## src/rtl/riscv_defines.v

```verilog
// Core-wide RISC-V widths and reset vector shared by the front end.
`ifndef RISCV_DEFINES_V
`define RISCV_DEFINES_V

`define RISCV_ADDR_WIDTH 32
`define RISCV_WORD_WIDTH 32
`define RISCV_RESET_PC   32'h0000_0000

`endif

```

## src/rtl/fetch_unit_pkg.sv

```systemverilog
// Widths, reset vector and prefetch entry layout for the instruction fetch unit.
`ifndef RISCV_ADDR_WIDTH
`include "riscv_defines.v"
`endif

package fetch_unit_pkg;

   localparam int unsigned ADDR_W = `RISCV_ADDR_WIDTH;
   localparam int unsigned WORD_W = `RISCV_WORD_WIDTH;

   localparam logic [ADDR_W-1:0] RESET_PC_DEFAULT = ADDR_W'(`RISCV_RESET_PC);
   localparam logic [ADDR_W-1:0] INSTR_BYTES      = ADDR_W'(4);

   // One prefetched instruction together with the address it was fetched from.
   typedef struct packed {
      logic [WORD_W-1:0] instr;
      logic [ADDR_W-1:0] pc;
   } fetch_entry_t;

   localparam int unsigned ENTRY_W = $bits(fetch_entry_t);

   function automatic logic [ADDR_W-1:0] word_align(input logic [ADDR_W-1:0] addr);
      return addr & ~ADDR_W'(3);
   endfunction

endpackage

```

## src/rtl/fetch_fifo.sv

```systemverilog
// Small circular prefetch buffer; DEPTH must be a power of two (2 or 4).
module fetch_fifo #(
   parameter int unsigned DEPTH = 2,
   parameter int unsigned WIDTH = 32
) (
   input  logic                         clk,
   input  logic                         rst,
   input  logic                         push,
   input  logic                         pop,
   input  logic                         flush,
   input  logic [WIDTH-1:0]             din,
   output logic [WIDTH-1:0]             dout,
   output logic [$clog2(DEPTH+1)-1:0]   count
);

   localparam int unsigned PTR_W = (DEPTH > 1) ? $clog2(DEPTH) : 1;
   localparam int unsigned CNT_W = $clog2(DEPTH + 1);

   logic [WIDTH-1:0] mem [DEPTH];
   logic [PTR_W-1:0] rd_ptr;
   logic [PTR_W-1:0] wr_ptr;
   logic             do_push;
   logic             do_pop;

   // A full buffer still accepts a push when the head leaves in the same cycle.
   assign do_pop  = pop && (count != '0);
   assign do_push = push && ((count != CNT_W'(DEPTH)) || do_pop);
   assign dout    = mem[rd_ptr];

   always_ff @(posedge clk) begin
      if (rst || flush) begin
         rd_ptr <= '0;
         wr_ptr <= '0;
         count  <= '0;
      end else begin
         if (do_push) begin
            wr_ptr <= wr_ptr + PTR_W'(1);
         end
         if (do_pop) begin
            rd_ptr <= rd_ptr + PTR_W'(1);
         end
         case ({do_push, do_pop})
            2'b10:   count <= count + CNT_W'(1);
            2'b01:   count <= count - CNT_W'(1);
            default: count <= count;
         endcase
      end
   end

   always_ff @(posedge clk) begin
      if (do_push) begin
         mem[wr_ptr] <= din;
      end
   end

endmodule

```

## src/rtl/fetch_unit.sv

```systemverilog
// Instruction fetch: issues word reads to a one-cycle RAM and queues them for the decoder.
module fetch_unit
   import fetch_unit_pkg::*;
#(
   parameter logic [ADDR_W-1:0] RESET_PC = RESET_PC_DEFAULT,
   parameter int unsigned       DEPTH    = 2
) (
   input  logic              clk,
   input  logic              rst,
   output logic              mem_valid_o,
   input  logic              mem_ready_i,
   output logic [ADDR_W-1:0] mem_addr_o,
   output logic [WORD_W-1:0] mem_wdata_o,
   output logic [3:0]        mem_we_o,
   input  logic [WORD_W-1:0] mem_rdata_i,
   output logic              instr_valid_o,
   input  logic              instr_ready_i,
   output logic [WORD_W-1:0] instr_o,
   output logic [ADDR_W-1:0] instr_pc_o,
   input  logic              redirect_i,
   input  logic [ADDR_W-1:0] redirect_pc_i
);

   localparam int unsigned CNT_W = $clog2(DEPTH + 1);

   logic [ADDR_W-1:0]  fetch_pc;
   logic [ADDR_W-1:0]  req_pc;
   logic               inflight;
   logic [CNT_W-1:0]   fifo_count;
   logic               fifo_push;
   logic               fifo_pop;
   logic [ENTRY_W-1:0] fifo_din;
   logic [ENTRY_W-1:0] fifo_dout;
   fetch_entry_t       push_entry;
   fetch_entry_t       head_entry;

   assign mem_addr_o  = word_align(fetch_pc);
   assign mem_wdata_o = '0;
   assign mem_we_o    = '0;

   // Issue only when a FIFO slot is reserved for the response; a same-cycle pop is not credited.
   assign mem_valid_o = !rst && !redirect_i &&
                        (({1'b0, fifo_count} + (CNT_W+1)'(inflight)) < (CNT_W+1)'(DEPTH));

   assign fifo_push     = mem_ready_i && inflight && !redirect_i && !rst;
   assign instr_valid_o = !rst && (fifo_count != '0);
   assign fifo_pop      = instr_valid_o && instr_ready_i;

   always_comb begin
      push_entry       = '0;
      push_entry.instr = mem_rdata_i;
      push_entry.pc    = req_pc;
   end

   assign fifo_din   = push_entry;
   assign head_entry = fifo_dout;
   assign instr_o    = head_entry.instr;
   assign instr_pc_o = head_entry.pc;

   // Fetch pointer and the single outstanding request tracker.
   always_ff @(posedge clk) begin
      if (rst) begin
         fetch_pc <= RESET_PC;
         req_pc   <= '0;
         inflight <= 1'b0;
      end else if (redirect_i) begin
         fetch_pc <= word_align(redirect_pc_i);
         inflight <= 1'b0;
      end else begin
         inflight <= mem_valid_o;
         if (mem_valid_o) begin
            fetch_pc <= fetch_pc + INSTR_BYTES;
            req_pc   <= mem_addr_o;
         end
      end
   end

   fetch_fifo #(
      .DEPTH (DEPTH),
      .WIDTH (ENTRY_W)
   ) u_fifo (
      .clk   (clk),
      .rst   (rst),
      .push  (fifo_push),
      .pop   (fifo_pop),
      .flush (redirect_i),
      .din   (fifo_din),
      .dout  (fifo_dout),
      .count (fifo_count)
   );

endmodule

```

## config.mk

```make
export PLATFORM = sky130hd
export DESIGN_NAME = fetch_unit
export DESIGN_NICKNAME = d
export VERILOG_FILES = /design/src/rtl/fetch_unit_pkg.sv /design/src/rtl/fetch_fifo.sv /design/src/rtl/fetch_unit.sv
export VERILOG_INCLUDE_DIRS = /design/src /design/src/rtl
export SDC_FILE = /design/constraint.sdc
export NUM_CORES = 1
export LEC_CHECK = 0
export ABC_AREA = 1
export ABC_CLOCK_PERIOD_IN_PS = 5700
export CORE_MARGIN = 4
export CORE_UTILIZATION = 51
export CTS_BUF_LIST = sky130_fd_sc_hd__clkbuf_8
export DETAILED_ROUTE_END_ITERATION = 6
export GPL_ROUTABILITY_DRIVEN = 0
export PLACE_DENSITY = 0.91
export SETUP_SLACK_MARGIN = 0.2
export SLEW_MARGIN = 20
export SYNTH_ARGS = -nofsm -noshare
export SYNTH_HDL_FRONTEND = slang
export SYNTH_SLANG_ARGS = --single-unit
```

## constraint.sdc

```tcl
create_clock -name clk -period 5.7 [get_ports clk]
set_clock_uncertainty 0.05 [all_clocks]
set_input_delay 0.855 -clock clk [delete_from_list [all_inputs] [get_ports clk]]
set_output_delay 0.855 -clock clk [all_outputs]
set_load 0.02 [all_outputs]
```

== Word level (Yosys, flattened, before mapping) ==
Memory sizes are Yosys's and may differ from the RTL's. A register that Yosys moved wholly into a read port is not among the register bits.
Cells that the tools add are included.

* Bits in registers: 67
* Input port bits: 69
* Memory bits (writable): 124
* Logic and storage cells: 44
* Memories: 1
* Output and inout port bits: 134

* $add $sub $neg: 6
* Order comparisons: 1
* Equality and inequality tests: 3
* Reduce and logical (&&, ||, !) cells: 18
* Multiplexer cells: 7
* Bitwise gates (word level): 1

{| class="wikitable"
|+ Memory list
! name !! depth !! width !! read ports !! clocked after memory_dff !! wr ports !! RTL line !! source
|-
| u_fifo.mem || 2 || 62 || 1 || 1 || 1 || fetch_fifo.sv:19 || <nowiki>logic [WIDTH-1:0] mem [DEPTH];</nowiki>
|}

{| class="wikitable"
|+ Operators with widths
! cell !! number
|-
| 32-bit two-way mux || 2
|-
| 32-bit by 3-bit adder with 32-bit output, second input constant || 1
|-
| 1-bit logical AND || 9
|-
| 2-bit nonzero test || 3
|-
| 1-bit two-way mux || 4
|-
| 2-bit one-hot mux with 2 select lines || 1
|-
| 2-bit by 1-bit adder with 3-bit output || 1
|-
| 3-bit by 2-bit < comparator with 1-bit output, second input constant || 1
|-
| 1-bit adder, second input constant || 2
|-
| 2-bit by 1-bit adder with 2-bit output, second input constant || 1
|-
| 2-bit by 1-bit == test with 1-bit output, second input constant || 1
|-
| 2-bit == test, second input constant || 1
|-
| 1-bit logical NOT || 2
|-
| 1-bit logical OR || 2
|-
| 2-bit inequality test, second input constant || 1
|-
| 2-bit AND reduction || 1
|-
| 2-bit OR reduction || 1
|-
| 2-bit by 1-bit subtractor with 2-bit output, second input constant || 1
|-
| 1-bit NOT || 1
|}

== Logic depth before layout (Yosys ltp) ==
* Depth in word-level cells: 8
* Depth in mapped cells: 11
* Mapped depth without buffers: 10

== Cells and area by module ==
A second synthesis with hierarchy kept.

* Cell total of the unflattened synthesis: 782
* Area, all modules: 8,480.6 um^2

{| class="wikitable"
|+ Modules (own cells, without submodules)
! module !! area each (um^2) !! seq. area each (um^2) !! instances !! cells an instance
|-
| fetch_fifo || 4,897.2 || 3,943.8 || 1 || 235
|-
| fetch_unit || 3,583.4 || 1,221.2 || 1 || 547
|}

== Worst setup path before layout ==
Ideal clock, no wire load.

* Path type: input to register
* Start: in rst
* End: mem u_fifo.mem[1][0] (netlist name), enable pin
* Buffers on the path: 1
* Arrival: 4.305 ns
* Library setup time: 0.484 ns
* Required time: 5.166 ns
* Path slack: 0.861 ns
* Cell stages on the path: 6
* Cell sequence: buf_2 > a21oi_2 > nand2_1 > nand3_1 > nand4_1 > nor2_1

* Longest elaborated chain between the ends: 8
* Elaborated cells between the ends (all ways): 9
* Classes of those cells: 2 x mux; 7 x reduce/logical

{| class="wikitable"
|+ RTL lines
! item !! RTL line !! source
|-
| from (decl) || fetch_unit.sv:9 || <nowiki>input logic rst,</nowiki>
|-
| 1-bit logical NOT || fetch_unit.sv:46 || <nowiki>assign instr_valid_o = !rst && (fifo_count != '0);</nowiki>
|-
| 1-bit logical AND || fetch_unit.sv:46 ||
|-
| named net instr_valid_o || fetch_unit.sv:16 || <nowiki>output logic instr_valid_o,</nowiki>
|-
| 1-bit logical AND || fetch_unit.sv:47 || <nowiki>assign fifo_pop = instr_valid_o && instr_ready_i;</nowiki>
|-
| 1-bit logical AND || fetch_fifo.sv:26 || <nowiki>assign do_pop = pop && (count != '0);</nowiki>
|-
| 1-bit logical OR || fetch_fifo.sv:27 || <nowiki>assign do_push = push && ((count != CNT_W'(DEPTH)) || do_pop);</nowiki>
|-
| 1-bit logical AND || fetch_fifo.sv:27 ||
|-
| 1-bit two-way mux || fetch_fifo.sv:51 || <nowiki>if (do_push) begin</nowiki>
|-
| 1-bit two-way mux (implied by the code) || fetch_fifo.sv:52 || <nowiki>mem[wr_ptr] <= din;</nowiki>
|-
| to (decl) || fetch_fifo.sv:19 ||
|}

The timed path passes the listed nets, and every way through them passes these cells.

== Worst setup path in the final report ==
* Start: in rst
* End: out mem_valid_o

* Longest elaborated chain between the ends: 3

{| class="wikitable"
|+ RTL lines
! item !! RTL line !! source
|-
| 1-bit logical NOT || fetch_unit.sv:42 || <nowiki>assign mem_valid_o = !rst && !redirect_i &&</nowiki>
|-
| 1-bit logical AND (2 in a row) || fetch_unit.sv:42 ||
|-
| to (decl) || fetch_unit.sv:10 || <nowiki>output logic mem_valid_o,</nowiki>
|}

No other way between the ends.

==> results_dict.tcl <==
set metrics [dict create \
    status "finished, final reports clean" \
    setup_viol 0 \
    finalCriticalPeriod_ns 4.03 \
    rsz0062_at_grt "no" \
    cp.required_ns 4.80 \
    postRouteAntennaNets 0 \
    arrival_ns 3.12 \
    netlist.area_leader.share 0.461 \
    initial_utilization 0.525 \
    slew_viol_final 0 \
    crit_top_cell "clkdlybuf4s50_1" \
    critPathBufInv 4 \
    grt_overflow 0 \
    synthToLayoutAreaGrowth_pct 25.0 \
    n_fill_cell 1156 \
    yosys.area.top_type "edfxtp_1" \
    power_leakage_nw 3.67 \
    start_kind "primary input" \
    routed_via_density 5.09 \
    cts.sinks 190 \
    cp_top_family "buffers and inverters" \
    synth_area_leaders "edfxtp_1 46%, dfxtp_1 16%, mux2_2 8.6%" \
    ys_types 32 \
    syn-instance-count 739 \
    peakVddDrop_v 0.000138 \
    antenna_found_initial 0 \
    drc 0 \
    min_from "req_pc[7]" \
    criticalPathCategory "in2out" \
    power_per_cell_area_nw_per_um2 253 \
    cts_resized 0 \
    htreeDepth 4 \
    vias 5707 \
    die_w_um 134 \
    rows 45 \
    grt_max_degree 63 \
    boundaryPins 203 \
    final_cell_mix "160 x clkdlybuf4s50_1, 125 x nand2_1, 124 x edfxtp_1, 80 x nor2_1, 65 x dfxtp_1" \
    critPathMaxStageDelay_ns 0.62 \
    timing.hold.ws_ns 0.414 \
    cp-end-kind "output pin" \
    layout.cells.non_filler 1121 \
    worstSkewPairLatency_ns 0.46 \
    portBuffers 160 \
    layout_setup_ws_ns 1.67 \
    drtIter0Drc 529 \
    crit_fanout 47 \
    postCtsSetupRepairBufs 0 \
    grt_usage 0.199 \
    maxCapViolCount 0 \
    cts_buffers 17 \
    fin_crit_sh 0.706 \
    grt_pass1_vias 5573 \
    relSlewSlack 0.511 \
    critPathLaunch "rst" \
    grt_first_pass_wirelength_mm 28.0 \
    placedCellCount 1089 \
    fmax_mhz 248 \
    final_common_cell "clkdlybuf4s50_1" \
    core_um2 15400 \
    worstReg2RegStart "u_fifo.count[0]" \
    yosys_warnings 0 \
    die-area_um2 17900 \
    path_cells "clkdlybuf4s50_1, buf_4, nor2_4, nand3_2, inv_2, clkdlybuf4s50_1" \
    ys_ff_latch 190 \
    hold_viol 0 \
    clockBufferDepth 2 \
    firstDrtPassIters 5 \
    crit_slowest_cell "clkdlybuf4s50_1" \
    wl_mm 17.7 \
    hp-class "reg2reg" \
    syn_area_um2 8080 \
    hpwl_mm 12.5 \
    cts_root_buffer "clkbuf_8" \
    layout.nets 968 \
    drive_gt1_frac 0.126 \
    syn_area_per_cell_um2 10.9 \
    placed_area_um2 9730 \
    cts_tree "done" \
    tightest_slew_ns 0.732 \
    path_clk_slew_ns 0.09 \
    place_ws_ns 1.67 \
    fin_tns_setup_ns 0 \
    seq_area_frac_synth 0.625 \
    ctsHoldBuffers 0 \
    antennaDiodeCount 0 \
    final_area_um2 10100 \
    die_h_um 134 \
    post_drt_wl_per_cell_um 15.8 \
]
-- logic make-up (layout without fill, tap and decap cells) --
logic type      Yosys count  after routing  share of synthesized area
flops                   190            190                      0.625
mux                      62             62                     0.0864
xor+xnor                  7              7                    0.00759
fa+ha+maj                 2              2                    0.00310
compound gates           88             88                     0.0620
other cells               1             40                   0.000464
simple gates            265            265                      0.136
buf+inv                 124            256                     0.0795
-- worst register-to-register path, cell delays in order (launching register included) --
cell     delay (ns)
dfxtp_1        0.39
inv_1          0.10
a21oi_2        0.16
nand2_1        0.14
nand3_1        0.09
nand4_1        0.26
nor2_4         0.67
buf_4          0.45
-- sequential cells by signal, summed over array words and instances, names as in the netlist, named ones only --
| register | cells |
|---|---|
| u_fifo.wr_ptr | 1 |
| u_fifo.count | 2 |
| u_fifo.mem | 124 |
| fetch_pc | 30 |
| u_fifo.rd_ptr | 1 |
| req_pc | 30 |
| inflight | 1 |
-- path summary, 6_finish.rpt --
path / endpoint / slack (ns) / depth (start not counted)
hold / removal: u_fifo.mem[0][5] / 0.41 / 0
setup / recovery: mem_valid_o / 1.67 / 6
setup reg to reg: u_fifo.mem[1][60] / 3.05 / 7
hold reg to reg: u_fifo.mem[0][5] / 0.41 / 0
-- layer usage --
layer	track usage	share of wire
met1	0.260	0.43
met2	0.323	0.47
met3	0.0465	0.075
met4	0.0800	0.025
met5	0	0
-- final cells by class --
cell class	count	area, um^2	area share
Inverter	56	210	0.0208
Clock buffer	18	248	0.0245
Sequential cell	190	5050	0.500
Tap cell	211	264	0.0262
Multi-Input combinational cell	464	2550	0.253
Timing Repair Buffer	168	1660	0.165
Clock inverter	14	113	0.0112
-- report_power, final --
group	internal (mW)	switching, mW	total [mW]
registers	1.50	0.0335	1.53
clock network	0.323	0.474	0.796
logic	0.101	0.131	0.233
total	1.92	0.639	2.56
-- metrics by stage --
| stage | utilization | total power, mW |
|---|---|---|
| 6_report | 0.657 | 2.56 |
| 4_1_cts | 0.657 | 2.57 |
| 5_1_grt | 0.657 | 2.66 |
| 3_3_place_gp | 0.633 | 1.78 |
| 3_5_place_dp | 0.633 | 1.79 |
| 2_1_floorplan | - | 1.70 |
-- cells in the mapped netlist (all sizes together) --
library cell,n
o21ai,33
clkbuf,11
a21boi,1
o221ai,1
buf,57
nand3,33
nand4,3
a21oi,29
a31oi,8
a22oi,5
dfxtp,66
or2,1
a211oi,10
nand3b,2
mux2,62
ha,2
nor3,12
edfxtp,124
inv,56
nand2,126
xnor2,2
o21bai,1
nor2,88
conb,1
xor2,5
(Power assumes the default switching activity.)
